**src/rtl/sram_pkg.sv**
```systemverilog
// Shared types and helpers for the parametrised data SRAM.
// Optional per-byte parity storage is enabled with the RAM_PARITY_EN macro.
package sram_pkg;

    typedef enum logic [0:0] {
        IDLE  = 1'b0,
        CLEAR = 1'b1
    } state_e;

    localparam int BYTE_W = 8;

    // Even parity: the stored bit makes the total count of ones even.
    function automatic logic byte_parity(input logic [7:0] b);
        return ^b;
    endfunction

endpackage

```
**src/rtl/sram_clear_ctrl.sv**
```systemverilog
// Sequential clear engine: sweeps every word to zero, one per clock, and
// reports busy while the sweep is in progress.
//
// state | meaning
// IDLE  | array available for accesses; clr_req starts a sweep
// CLEAR | zeroing mem[clr_ptr] each cycle; accesses are ignored
module sram_clear_ctrl
    import sram_pkg::*;
#(
    parameter int DEPTH      = 16,
    parameter int AW         = 4,
    parameter int INIT_CLEAR = 1
) (
    input  logic          clk,
    input  logic          rst_n,
    input  logic          clr_req,
    output logic          busy,
    output logic          clr_we,
    output logic [AW-1:0] clr_addr
);

    localparam state_e        RST_STATE = (INIT_CLEAR != 0) ? CLEAR : IDLE;
    localparam logic [AW-1:0] LAST_ADDR = AW'(DEPTH - 1);

    state_e        state_q, state_d;
    logic [AW-1:0] ptr_q, ptr_d;

    always_ff @(posedge clk or negedge rst_n) begin
        if (!rst_n) begin
            state_q <= RST_STATE;
            ptr_q   <= '0;
        end else begin
            state_q <= state_d;
            ptr_q   <= ptr_d;
        end
    end

    always_comb begin
        state_d = state_q;
        ptr_d   = ptr_q;
        clr_we  = 1'b0;
        unique case (state_q)
            IDLE: begin
                if (clr_req) begin
                    state_d = CLEAR;
                    ptr_d   = '0;
                end
            end
            CLEAR: begin
                clr_we = 1'b1;
                // A request arriving mid-sweep is dropped; the sweep never restarts.
                if (ptr_q == LAST_ADDR) begin
                    state_d = IDLE;
                    ptr_d   = '0;
                end else begin
                    ptr_d = ptr_q + 1'b1;
                end
            end
            default: begin
                state_d = IDLE;
                ptr_d   = '0;
            end
        endcase
    end

    assign busy     = (state_q == CLEAR);
    assign clr_addr = ptr_q;

endmodule

```
**src/rtl/param_sram.sv**
```systemverilog
// Single-port synchronous data RAM with byte-lane writes, registered read
// bus, read-valid strobe and a sequential clear engine. Define RAM_PARITY_EN
// for per-byte parity storage with error injection and a parity_err strobe.
module param_sram
    import sram_pkg::*;
#(
    parameter int  DW         = 32,
    parameter int  DEPTH      = 16,
    parameter int  INIT_CLEAR = 1,
    localparam int NB         = DW / BYTE_W,
    localparam int AW         = (DEPTH > 1) ? $clog2(DEPTH) : 1
) (
    input  logic          clk,
    input  logic          rst_n,
    input  logic          cs,
    input  logic          wr_en,
    input  logic          rd_en,
    input  logic [NB-1:0] be,
    input  logic [AW-1:0] addr,
    input  logic [DW-1:0] wdata,
    input  logic          clr_req,
`ifdef RAM_PARITY_EN
    input  logic          par_flip,
    output logic          parity_err,
`endif
    output logic [DW-1:0] rdata,
    output logic          rvalid,
    output logic          busy
);

    logic [DW-1:0] mem [DEPTH];

    logic          busy_w;
    logic          clr_we;
    logic [AW-1:0] clr_addr;

    sram_clear_ctrl #(
        .DEPTH     (DEPTH),
        .AW        (AW),
        .INIT_CLEAR(INIT_CLEAR)
    ) u_clear_ctrl (
        .clk     (clk),
        .rst_n   (rst_n),
        .clr_req (clr_req),
        .busy    (busy_w),
        .clr_we  (clr_we),
        .clr_addr(clr_addr)
    );

    logic          acc, in_range, do_wr, do_rd;
    logic [DW-1:0] old_word, merged, rd_word;
    logic [DW-1:0] rdata_q, rdata_d;
    logic          rvalid_q;

    assign acc      = cs && !busy_w;
    // Only non-power-of-two depths can present an address past the array.
    assign in_range = (32'(addr) < DEPTH);
    assign do_wr    = acc && wr_en && in_range;
    assign do_rd    = acc && rd_en;
    assign old_word = in_range ? mem[addr] : '0;

    always_comb begin
        merged = old_word;
        for (int i = 0; i < NB; i++) begin
            if (be[i]) merged[i*BYTE_W +: BYTE_W] = wdata[i*BYTE_W +: BYTE_W];
        end
    end

    // Write-first: a combined write+read returns the merged word.
    assign rd_word = wr_en ? merged : old_word;

    always_comb begin
        rdata_d = rdata_q;
        if (do_rd) rdata_d = in_range ? rd_word : '0;
    end

    always_ff @(posedge clk) begin
        if (clr_we) begin
            mem[clr_addr] <= '0;
        end else if (do_wr) begin
            mem[addr] <= merged;
        end
    end

    always_ff @(posedge clk or negedge rst_n) begin
        if (!rst_n) begin
            rdata_q  <= '0;
            rvalid_q <= 1'b0;
        end else begin
            rdata_q  <= rdata_d;
            rvalid_q <= do_rd;
        end
    end

`ifdef RAM_PARITY_EN
    logic [NB-1:0] par_mem [DEPTH];
    logic [NB-1:0] old_par, wr_par, merged_par, rd_par, par_mis;
    logic          perr_q, perr_d;

    assign old_par = in_range ? par_mem[addr] : '0;

    always_comb begin
        wr_par     = '0;
        merged_par = old_par;
        for (int i = 0; i < NB; i++) begin
            wr_par[i] = byte_parity(wdata[i*BYTE_W +: BYTE_W]) ^ par_flip;
            if (be[i]) merged_par[i] = wr_par[i];
        end
    end

    assign rd_par = wr_en ? merged_par : old_par;

    always_comb begin
        par_mis = '0;
        for (int i = 0; i < NB; i++) begin
            par_mis[i] = byte_parity(rd_word[i*BYTE_W +: BYTE_W]) ^ rd_par[i];
        end
    end

    assign perr_d = do_rd && in_range && (|par_mis);

    always_ff @(posedge clk) begin
        if (clr_we) begin
            par_mem[clr_addr] <= '0;
        end else if (do_wr) begin
            par_mem[addr] <= merged_par;
        end
    end

    always_ff @(posedge clk or negedge rst_n) begin
        if (!rst_n) begin
            perr_q <= 1'b0;
        end else begin
            perr_q <= perr_d;
        end
    end

    assign parity_err = perr_q;
`endif

    assign rdata  = rdata_q;
    assign rvalid = rvalid_q;
    assign busy   = busy_w;

endmodule

```
**config.mk**
```make
export PLATFORM = sky130hd
export DESIGN_NAME = param_sram
export DESIGN_NICKNAME = d
export VERILOG_FILES = /design/src/rtl/sram_pkg.sv /design/src/rtl/sram_clear_ctrl.sv /design/src/rtl/param_sram.sv
export SDC_FILE = /design/constraint.sdc
export NUM_CORES = 1
export LEC_CHECK = 0
export CORE_MARGIN = 2
export CORE_UTILIZATION = 55
export CTS_CLUSTER_DIAMETER = 150
export DETAILED_ROUTE_END_ITERATION = 16
export GPL_TIMING_DRIVEN = 0
export PLACE_DENSITY = 0.79
export RECOVER_POWER = 100
export SLEW_MARGIN = 20
export SYNTH_ARGS = -nofsm -noshare
export SYNTH_HDL_FRONTEND = slang
export SYNTH_HIERARCHICAL = 1
export SYNTH_SLANG_ARGS = --single-unit
```
**constraint.sdc**
```tcl
create_clock -name clk -period 3.2 [get_ports clk]
set_clock_uncertainty 0.1 [all_clocks]
set_input_delay 0.64 -clock clk [delete_from_list [all_inputs] [get_ports clk]]
set_output_delay 0.64 -clock clk [all_outputs]
set_load 0.02 [all_outputs]
```
Word-level counts from Yosys, hierarchy flattened
Memory sizes are Yosys's and may differ from the RTL's. Index checks and enable logic that the tools add are counted.

Bits in registers: 38. RAM bits: 512. Word-level logic and storage cells: 34. Memories: 1.

Add/sub/neg operators: 1. Eq/ne operators: 2. Muxes and demuxes: 20. Bitwise logic cells: 1. Reductions and logical operators: 5.

Memory list: mem (depth 16, bits a word 32, rd ports 1, clocked after memory_dff 0, wr ports 1, RTL line param_sram.sv:31) `logic [DW-1:0] mem [DEPTH];`.

Operator list (count): $mux 32 (2); $mux 8 (4); $reduce_or 32->1 (1); $mux 4 (3); $mux 1 (9); $pmux 4 s2 (1); $add 4x1->4 const B (1); $eq 4x4->1 const B (1); $logic_and 1x1->1 (3); $ne 2x2->1 const B (1); $pmux 1 s2 (1); $logic_not 1->1 (1); $not 1->1 (1).

Logic depth before layout (Yosys ltp)
Gate-level depths: netlist of run 1.

Word-level depth: 8. Depth in mapped cells: 7.

Hierarchy
Netlist of run 1, hierarchy kept.

Modules (own cells, without submodules): param_sram (instances 1, cells an instance 1018, area an instance 21204.1 sq um, sequential area each 16200.5 sq um); sram_clear_ctrl (instances 1, cells an instance 23, area an instance 240.2 sq um, sequential area each 126.4 sq um).

Least setup slack after synthesis of run 1
No wires, ideal clock.

Path kind: input port to flip-flop. Start: in addr[1]. End: mem mem[2][0], enable pin. Library setup time: 421 ps. Arrival time: 3017 ps. Slack: -338 ps. Cell stages on the path: 6. Buffers on the path: 3. Cell sequence: clkbuf_1 -> buf_2 -> buf_1 -> nor3b_1 -> a31oi_1 -> nor2_1.

Cells in the longest elaborated chain, start to end: 1.

Ends and longest elaborated chain: start, declared (RTL line param_sram.sv:19) `input logic [AW-1:0] addr,`; $mux 4 (no line); end, declared (RTL line param_sram.sv:31).

No other way between the ends.

Final worst setup path of run 1
Start: in wr_en. End: mem mem[11][14], enable pin.

Cells in the longest elaborated chain, start to end: 6.

Ends and longest elaborated chain: start, declared (RTL line param_sram.sv:16) `input logic wr_en,`; $logic_and 1x1->1 * (RTL line param_sram.sv:58) `assign do_wr = acc && wr_en && in_range;`; $mux 1 * (RTL line param_sram.sv:80) `end else if (do_wr) begin`; $mux 1 * (RTL line param_sram.sv:78) `if (clr_we) begin`; $mux 1 (implied by the code) * (RTL line param_sram.sv:81) `mem[addr] <= merged;`; $reduce_or 32->1 (no line); $mux 4 (no line) / $mux 1 (equally long branches).

Every way passes the cells marked *; elsewhere a longest branch is shown, timed or not.

==> results of run 1 <==
worst max-delay path, stage by stage:
cell	delay (ns)
clkdlybuf4s50_1	0.71
nand4bb_1	0.28
clkbuf_2	0.35
nor2_1	0.11
a31oi_1	0.75
nor2_4	0.27
buf_16	0.26
buf_16	0.16
per-layer routing:
| metal | vias to the layer above | wire length [um] | track usage |
|---|---|---|---|
| li1 | 4738 | - | - |
| met1 | 6168 | 19500 | 0.348 |
| met2 | 839 | 27800 | 0.465 |
| met3 | 163 | 5090 | 0.0500 |
| met4 | 2 | 2520 | 0.119 |
| met5 | - | 2 | 0 |
kinds of logic (layout without fill, tap and decap cells):
family          after synthesis  in the layout  share of synthesized area
compound gates              141            141                     0.0548
xor+xnor                      1              1                   0.000408
fa+ha+maj                     1              1                   0.000583
buf+inv                      73            282                     0.0166
flops                       550            550                      0.761
mux                         128            128                      0.134
other cells                   0              2                          0
simple gates                147            147                     0.0317
final timing paths:
| check | cells past startpoint | to |
|---|---|---|
| worst max-delay path | 8 | mem[11][14] |
| worst min-delay path | 1 | rdata[26] |
| worst max register to register | 8 | mem[11][14] |
| worst min register to register | 1 | rdata[26] |
| max in group asynchronous | 3 | rdata[31] |
| min in group asynchronous | 2 | rdata[2] |
cell usage after synthesis (2+ instances only):
cell         n  area [sq um]
a221o_1     32           320
nor2b_1      2          12.5
a22oi_1     64           480
buf_2        6          30.0
nor2_1      29           109
and3_1      32           200
o2bb2ai_1   32           280
clkbuf_1    45           169
nor3b_1      2          15.0
edfxtp_1   512         15400
buf_4        2          15.0
mux4_2     128          2880
dfrtp_1     37           926
nor3_1       2          10.0
nand2_1     70           263
a31oi_1      5          31.3
a32oi_1      3          26.3
and2_1       5          31.3
inv_1        8          30.0
buf_6        9           101
buf_1        3          11.3
final cells by class:
class | count | area share
Clock buffer | 68 | 0.0559
Multi-Input combinational cell | 418 | 0.199
Buffer | 65 | 0.0132
Tap cell | 518 | 0.0253
Inverter | 8 | 0.00117
Antenna cell | 2 | 0.000195
Clock inverter | 28 | 0.0138
Timing Repair Buffer | 113 | 0.0549
Sequential cell | 550 | 0.636
registers in the layout (all words and copies together) (netlist names):
register / count
mem: 512
rdata: 32
u_clear_ctrl/clr_addr: 4
rvalid: 1
u_clear_ctrl/busy: 1
power groups by stage:
stage	clock, uW	combinational [uW]	sequential [uW]
after CTS	6480	3450	9620
after global routing	6740	3680	9700
final	6470	3560	9620
after global placement	0	2840	9720
after detailed placement	0	3350	9710
after floorplan	0	1510	9820
what timing repair did:
item | in CTS | in global routing
resized for setup | 17 | 22
endpoints found under the setup margin | 734 | 456
hold endpoints to repair | 13 | 0
hold buffers | 1 | 0
pin swaps | 1 | 10
buffers inserted | 1 | 17
layout by cell type, fill, tap and decap left out, types with 3 or more instances in the layout:
cell,n
edfxtp_1,512
mux4_2,128
nand2_1,70
a22oi_1,64
clkbuf_16,55
clkbuf_1,48
clkdlybuf4s50_1,37
dfrtp_1,37
dlygate4sd3_1,36
and3_1,32
a221o_1,32
o2bb2ai_2,28
nor2_4,16
buf_12,16
buf_4,14
nor2_1,11
clkinv_2,10
buf_6,9
clkbuf_2,9
inv_1,8
bufinv_16,8
buf_16,8
buf_2,6
and2_1,5
buf_1,4
o2bb2ai_1,4
a31oi_2,4
clkinv_1,4
a32oi_2,3
clkinvlp_4,3
through the flow:
step                      TNS [ns]  total power [uW]
after floorplan             -63.82             11300
after global placement    -1229.11             12600
after detailed placement   -695.85             13100
after CTS                        0             19600
after global routing         -8.71             20100
final                        -6.67             19600
==> results.md, run 1 <==
* Outcome: finished, violations left
* Failing checks: max-capacitance violations, max-slew violations, negative setup slack
* Multi-input logic area at 5110 sq um
* Pre-CTS setup slack at -1.01 ns
* # IOs at 80
* Syn_area_per_cell at 20.6 sq um
* Net load switching power at 5220 uW
* Core area at 38600 sq um
* Finished Layout Cells at 1770
* WP data required at 3.44 ns
* Start point of the worst hold path: rdata[26]
* CTS tree: built
* Reg power frac at 0.490
* CP Launch Point: wr_en
* Mean routed wirelength per cell at around 31 um
* H-Tree Depth at 2
* Worst Max-Slew Pin Slew at 1.53 ns
* CTS clk-pin slew, worst paths at 0.06 ns
* Arr. time, crit path at about 3.6 ns
* Sw Share at 0.266
* Fin. max-slew vios at 25
* Slew headroom at -0.0188
* Placed Cells at 1653
* LEAKAGE at 0.00881 uW
* Final setup vio count at roughly 130
* Vias in the first global route at 12.2k
* Starting DRT DRC Count at 1386
* Total global-route track usage at 0.273
* Clk sinks at 550
* Min-Delay Path Class: register to register
* Vias per cell at 6.73
* GPL Wtd Cong at roughly 0.75
* Clk pwr share at 0.329
* Crit. End Element: register
* Die span in x at 201 um
* Post-Syn Area at 21400 sq um
* Total CTS buffers at 53
* Clk Latency, worst-skew pair at 0.58 ns
* Internal power at 14400 uW
* Ys async rst share at 0.0691
* Chip height at 201 um
* Post-DP Area at 23400 sq um
* Mapped Nets at 1088
* Highest Clock Rate at 301 MHz
* Gate power share at 0.181
* Post-layout nets at ~1.3k
* Final WL at 54900 um
* Largest net degree at the start of global routing at 25
* Finished Cell Area at about 26000 sq um
* Die ar. at 40600 sq um
* First-pass iteration count of the detailed router at 5
* FF+latch area at between 15000 and 20000 sq um
* Fill cells at around 2.4k
* P per Cell Area at ~770 nW/um^2
* First-pass GRT wire length at 80000 um
* Worst r2r src: u_clear_ctrl/busy
* Number of synthesized flops with an enable pin at 512
* Hold Slack at ~0.41 ns
* Final min period at between 3 and 4 ns
* Post-DRT Antenna Nets at 0
* Max rail drop VDD at between 0.4 and 0.5 mV
* Synthesized instance count at ~1.0k
* Layout area overhead at 19.6%
* # DRC at 0
* IO Port Bufs at 73
* Number of max-cap violations at 1
* Final core occ at 0.665
* Final period util at 1.04
* Aggregate global routing overflow at 0
* CP startpoint kind: input pin
* Ys Warns at 6
* CP Class: input pin to register
* Root Driver: clkbuf_16
* Top FF cell, synth: edfxtp_1
* Register bit total from synthesis at 550
* Layout cells sized above 1 at 0.262
* CP Max Fanout at 14
* # rows at 72
* Setup ws final at -0.117 ns
* FF-to-FF setup slack at -0.01 ns
* Post-DP HPWL at roughly 33000 um
* Final Hold Violating Endpoints at 0
* Sequential fraction of the synthesis area at 0.761
* Initial antenna violation count at 1
* Unique masters post-synth at 34
* Starting Density at 0.556
* Clock buffer depth at 3
* Via count at 11.9k
* RSZ-0062 raised after global routing: true
Power figures use the tool's default switching activity.
==> run 2: changes to the inputs <==
--- a/config.mk
+++ b/config.mk
@@ -12,6 +12,7 @@
 export GPL_TIMING_DRIVEN = 0
 export PLACE_DENSITY = 0.79
 export RECOVER_POWER = 100
+export SKIP_CTS_REPAIR_TIMING = 1
 export SLEW_MARGIN = 20
 export SYNTH_ARGS = -nofsm -noshare
 export SYNTH_HDL_FRONTEND = slang
==> results.md, run 2 (synthesis results as in run 1) <==
* # IOs at 80
* Core area at 38600 sq um
* Die span in x at 201 um
* First-pass iteration count of the detailed router at 5
* Max rail drop VDD at 0.464 mV
* WL met2 at 28300 um
* Commonest non-fill, non-tap cell in the layout: edfxtp_1
* Final min period at 3.15 ns
* Starting Density at 0.556
* Fin. max-slew vios at 25
* Critical-path top delay cell: clkbuf_1
* P per Cell Area at approximately 760 nW/um^2
* Clk sinks at 550
* IO Port Bufs at 73
* Most frequent cells in the layout: 512 x edfxtp_1, 128 x mux4_2, 70 x nand2_1
* Top reg by flops: mem
* Final WL at approximately 55000 um
* Clock buffer depth at 3
* Vias per cell at 6.70
* Layout area overhead at 18.2%
* Arr. time, crit path at 3.33 ns
* WL met3 at 5090 um
* Die ar. at 40600 sq um
* Multi-input logic area at around 5000 sq um
* Total CTS buffers at 53
* Fill cells at ~2.5k
* Min-Delay Path Class: register to register
* Worst path cell trace: clkbuf_1, buf_2, clkbuf_1, nor3b_1, a31oi_2, nor2_1, clkbuf_2, buf_16
* CP startpoint kind: input pin
* # DRC at 0
* Pre-CTS setup slack at -1.01 ns
* Root Driver: clkbuf_16
* Total power at 19400 uW
* Slew headroom at -0.0327
* WP data required at 3.38 ns
* Crit. End Element: register
* H-Tree Depth at 2
* Final setup vio count at 0
* CTS tree: built
* GPL Wtd Cong at 0.749
* Highest Clock Rate at 317 MHz
* # rows at 72
* Outcome: finished, violations left
* Largest net degree at the start of global routing at 25
* Failing checks: max-capacitance violations, max-slew violations
* First-pass GRT wire length at 79800 um
* Clk Latency, worst-skew pair at 0.58 ns
* Max FFs per register at 512
* Max Used Layer: met5
* LEAKAGE at 0.00872 uW
* Met1 Wirelength at 19700 um
* CTS clk-pin slew, worst paths at 0.06 ns
* Vias in the first global route at 12.2k
* Delay-heaviest family, CP: buffers and inverters
* Worst Max-Slew Pin Slew at around 1.5 ns
* Most frequent CP cell: clkbuf_1
* Post-layout nets at 1252
* CP Buf/Inv Count at 5
* CP max stage delay at 0.58 ns
* Number of max-cap violations at 1
* Layout cells sized above 1 at 0.255
* Final Hold Violating Endpoints at 0
* CP Max Fanout at 14
* Chip height at around 200 um
* Mean routed wirelength per cell at 31.4 um
* Total global-route track usage at 0.273
* Initial antenna violation count at 3
* Final period util at 0.985
* Post-DRT Antenna Nets at 0
* Via count at 11.8k
* CP Class: input pin to register
* Starting DRT DRC Count at between 1k and 1.5k
* FF+latch area at 16300 sq um
* Aggregate global routing overflow at 0
* Setup ws final at 0.0495 ns
* Post-DP HPWL at 32700 um
* ANT cells at 0
## run 2: changes by cell type in the layout (fill, tap and decap cells not counted), sizes merged
| cell | delta |
|---|---|
| buf | -25 |
| clkbuf | +20 |
| clkdlybuf4s15 | +1 |
| clkdlybuf4s50 | -1 |
| diode | -2 |
| dlymetal6s2s | +1 |
## run 2: stage by stage
stage / setup TNS (ns) / util / hold slack (ns) / cell area, sq um / std cells
2_1_floorplan: -63.82 / - / 0.244 / 21500 / 1041
3_3_place_gp: -1229.11 / 0.593 / 0.396 / 22800 / 1632
3_5_place_dp: -695.85 / 0.607 / 0.400 / 23400 / 1653
4_1_cts: -127.60 / 0.654 / -0.108 / 25200 / 1749
5_1_grt: -0.0771 / 0.657 / 0.422 / 25300 / 1764
6_report: 0 / 0.657 / 0.406 / 25300 / 1764
## run 2: final timing paths
kind,start,endpoint,slack [ns],cells past startpoint
max in group asynchronous,rst_n,rdata[16],0.25,3
min in group asynchronous,rst_n,rdata[2],0.66,2
setup / recovery,addr[1],mem[10][14],0.05,8
hold reg to reg,rdata[6],rdata[6],0.41,1
setup reg to reg,u_clear_ctrl/busy,mem[1][16],0.06,7
hold / removal,rdata[6],rdata[6],0.41,1
## run 2: worst register-to-register path, stage by stage (launching register included)
cell	delay, ns
dfstp_2	0.61
buf_4	0.18
nand4bb_1	0.15
clkbuf_2	0.37
nor3_1	0.11
a31oi_1	0.75
nor2_4	0.32
buf_12	0.28
## run 2: final cells by class
type,instances,area share
sequential,550,0.644
multi-input combinational,418,0.201
clock buffer,68,0.0566
timing repair buffer,109,0.0438
tap,518,0.0256
clock inverter,28,0.0140
buffer,65,0.0135
inverter,8,0.00119
## run 2: power by group
| part | switching (uW) | internal [uW] |
|---|---|---|
| clock | 2650 | 3810 |
| sequential | 449 | 9190 |
| combinational | 2050 | 1230 |
## run 2: routing by layer
metal	global-route usage	vias to the layer above
li1	-	4715
met1	0.345	6151
met2	0.461	795
met3	0.0547	150
met4	0.122	2
met5	0	-
==> run 3: changes to the inputs <==
--- a/config.mk
+++ b/config.mk
@@ -6,11 +6,12 @@
 export NUM_CORES = 1
 export LEC_CHECK = 0
 export CORE_MARGIN = 2
-export CORE_UTILIZATION = 55
+export CORE_UTILIZATION = 57
+export CTS_BUF_LIST = sky130_fd_sc_hd__clkbuf_4
 export CTS_CLUSTER_DIAMETER = 150
 export DETAILED_ROUTE_END_ITERATION = 16
 export GPL_TIMING_DRIVEN = 0
-export PLACE_DENSITY = 0.79
+export PLACE_DENSITY = 0.81
 export RECOVER_POWER = 100
 export SKIP_CTS_REPAIR_TIMING = 1
 export SLEW_MARGIN = 20
==> results.md, run 3 (synthesis results as in run 1) <==
* Outcome: finished, violations left
* Failing checks: max-capacitance violations, max-slew violations, negative setup slack
* RSZ-0062 raised after global routing: true
* Highest Clock Rate at 312 MHz
* H-Tree Depth at 4
* Finished Layout Cells at 1896
* Post-DRT Antenna Nets at 0
* Post-DP HPWL at 33000 um
* First-pass GRT wire length at about 77000 um
* Number of max-cap violations at 1
* Mean routed wirelength per cell at 28.1 um
* Layout area overhead at 18.8%
* Final setup vio count at 12
* Largest net degree at the start of global routing at 26
* Chip height at between 150 and 200 um
* Final Hold Violating Endpoints at 0
* Final min period at 3.21 ns
* Placed Cells at 1645
* Post-DP Area at roughly 23000 sq um
* Multi-input logic area at 5020 sq um
* Finished Cell Area at 25500 sq um
* CTS tree: built
* Commonest non-fill, non-tap cell in the layout: edfxtp_1
* Via count at about 12k
* Total CTS buffers at 138
* Arr. time, crit path at between 3 and 4 ns
* Max FFs per register at 512
* Delay-heaviest family, CP: buffers and inverters
* WP data required at 3.55 ns
* Top reg by flops: mem
* First-pass iteration count of the detailed router at 6
* Final period util at 1.00
* CP Class: register to register
* # IOs at 80
* Hold Slack at 0.288 ns
* Fill cells at 2226
* Min-Delay Path Class: input pin to async pin
* # DRC at 0
* CP Buf/Inv Count at 3
* Starting Density at 0.573
* Clock buffer depth at 3
* Total global-route track usage at 0.279
* CP startpoint kind: register
* Clk Latency, worst-skew pair at 0.83 ns
* Setup ws final at -0.00640 ns
* Vias per cell at 6.41
* Die ar. at 39200 sq um
* CP Max Fanout at 16
* IO Port Bufs at 73
* Aggregate global routing overflow at 0
* Crit. End Element: register
* Vias in the first global route at 12.7k
* Critical-path top delay cell: o2bb2ai_1
* Initial antenna violation count at 2
* GPL Wtd Cong at 0.760
* Starting DRT DRC Count at 1626
* P per Cell Area at between 700 and 800 nW/um^2
* Final WL at between 50000 and 60000 um
* Clk sinks at 550
* Worst path cell trace: buf_4, nand4bb_1, clkbuf_2, clkdlybuf4s15_1, o2bb2ai_1
* # rows at 71
* Total power at 19200 uW
* Worst Max-Slew Pin Slew at 1.91 ns
* FF+latch area at 16300 sq um
* CTS clk-pin slew, worst paths at around 0.07 ns
* Fin. max-slew vios at 26
* Most frequent cells in the layout: 512 x edfxtp_1, 212 x clkbuf_4, 128 x mux4_2
* Layout cells sized above 1 at 0.315
* CP max stage delay at 1.02 ns
* Root Driver: clkbuf_4
* Max rail drop VDD at 0.356 mV
* LEAKAGE at a little under 0.009 uW
* Die span in x at 198 um
* Post-layout nets at 1329
* Slew headroom at -0.271
* Core area at 37400 sq um
## run 3: final cells by class
cell class | count | share of cell area
antenna | 2 | 0.000197
buffer | 65 | 0.0132
clock buffer | 212 | 0.0625
clock inverter | 29 | 0.00860
inverter | 8 | 0.00118
multi-input combinational | 418 | 0.197
sequential | 550 | 0.641
tap | 511 | 0.0251
timing repair buffer | 101 | 0.0510
## run 3: final timing paths
check,endpoint,slack (ns),from,depth (start not counted)
max,mem[8][23],-0.006,u_clear_ctrl/busy,5
min,rdata[2],0.29,rst_n,2
max reg2reg,mem[8][23],-0.006,u_clear_ctrl/busy,5
min reg2reg,rdata[29],0.41,rdata[29],1
max in group asynchronous,rdata[27],0.41,rst_n,3
min in group clk,u_clear_ctrl/clr_addr[2],0.32,clr_req,2
## run 3: routing by layer
| metal | GRT usage | up-vias | wire length (um) |
|---|---|---|---|
| met5 | 0 | - | 0 |
| met4 | 0.154 | 0 | 2350 |
| met3 | 0.0620 | 171 | 5160 |
| met2 | 0.446 | 802 | 26200 |
| met1 | 0.362 | 6204 | 19500 |
| li1 | - | 4973 | - |
## run 3: report_power, final
group          internal [uW]  switching, uW
clock                   3330           2750
combinational           1400           2060
sequential              9170            436
total                  13900           5250
## run 3: metrics by stage
step	setup WS, ns	TNS (ns)	util
floorplan	-0.338	-63.82	-
global placement	-2.54	-1162.63	0.611
detailed placement	-0.841	-625.07	0.626
CTS	-0.253	-48.77	0.675
global route	-0.193	-13.79	0.681
finish	-0.00640	-0.0604	0.681
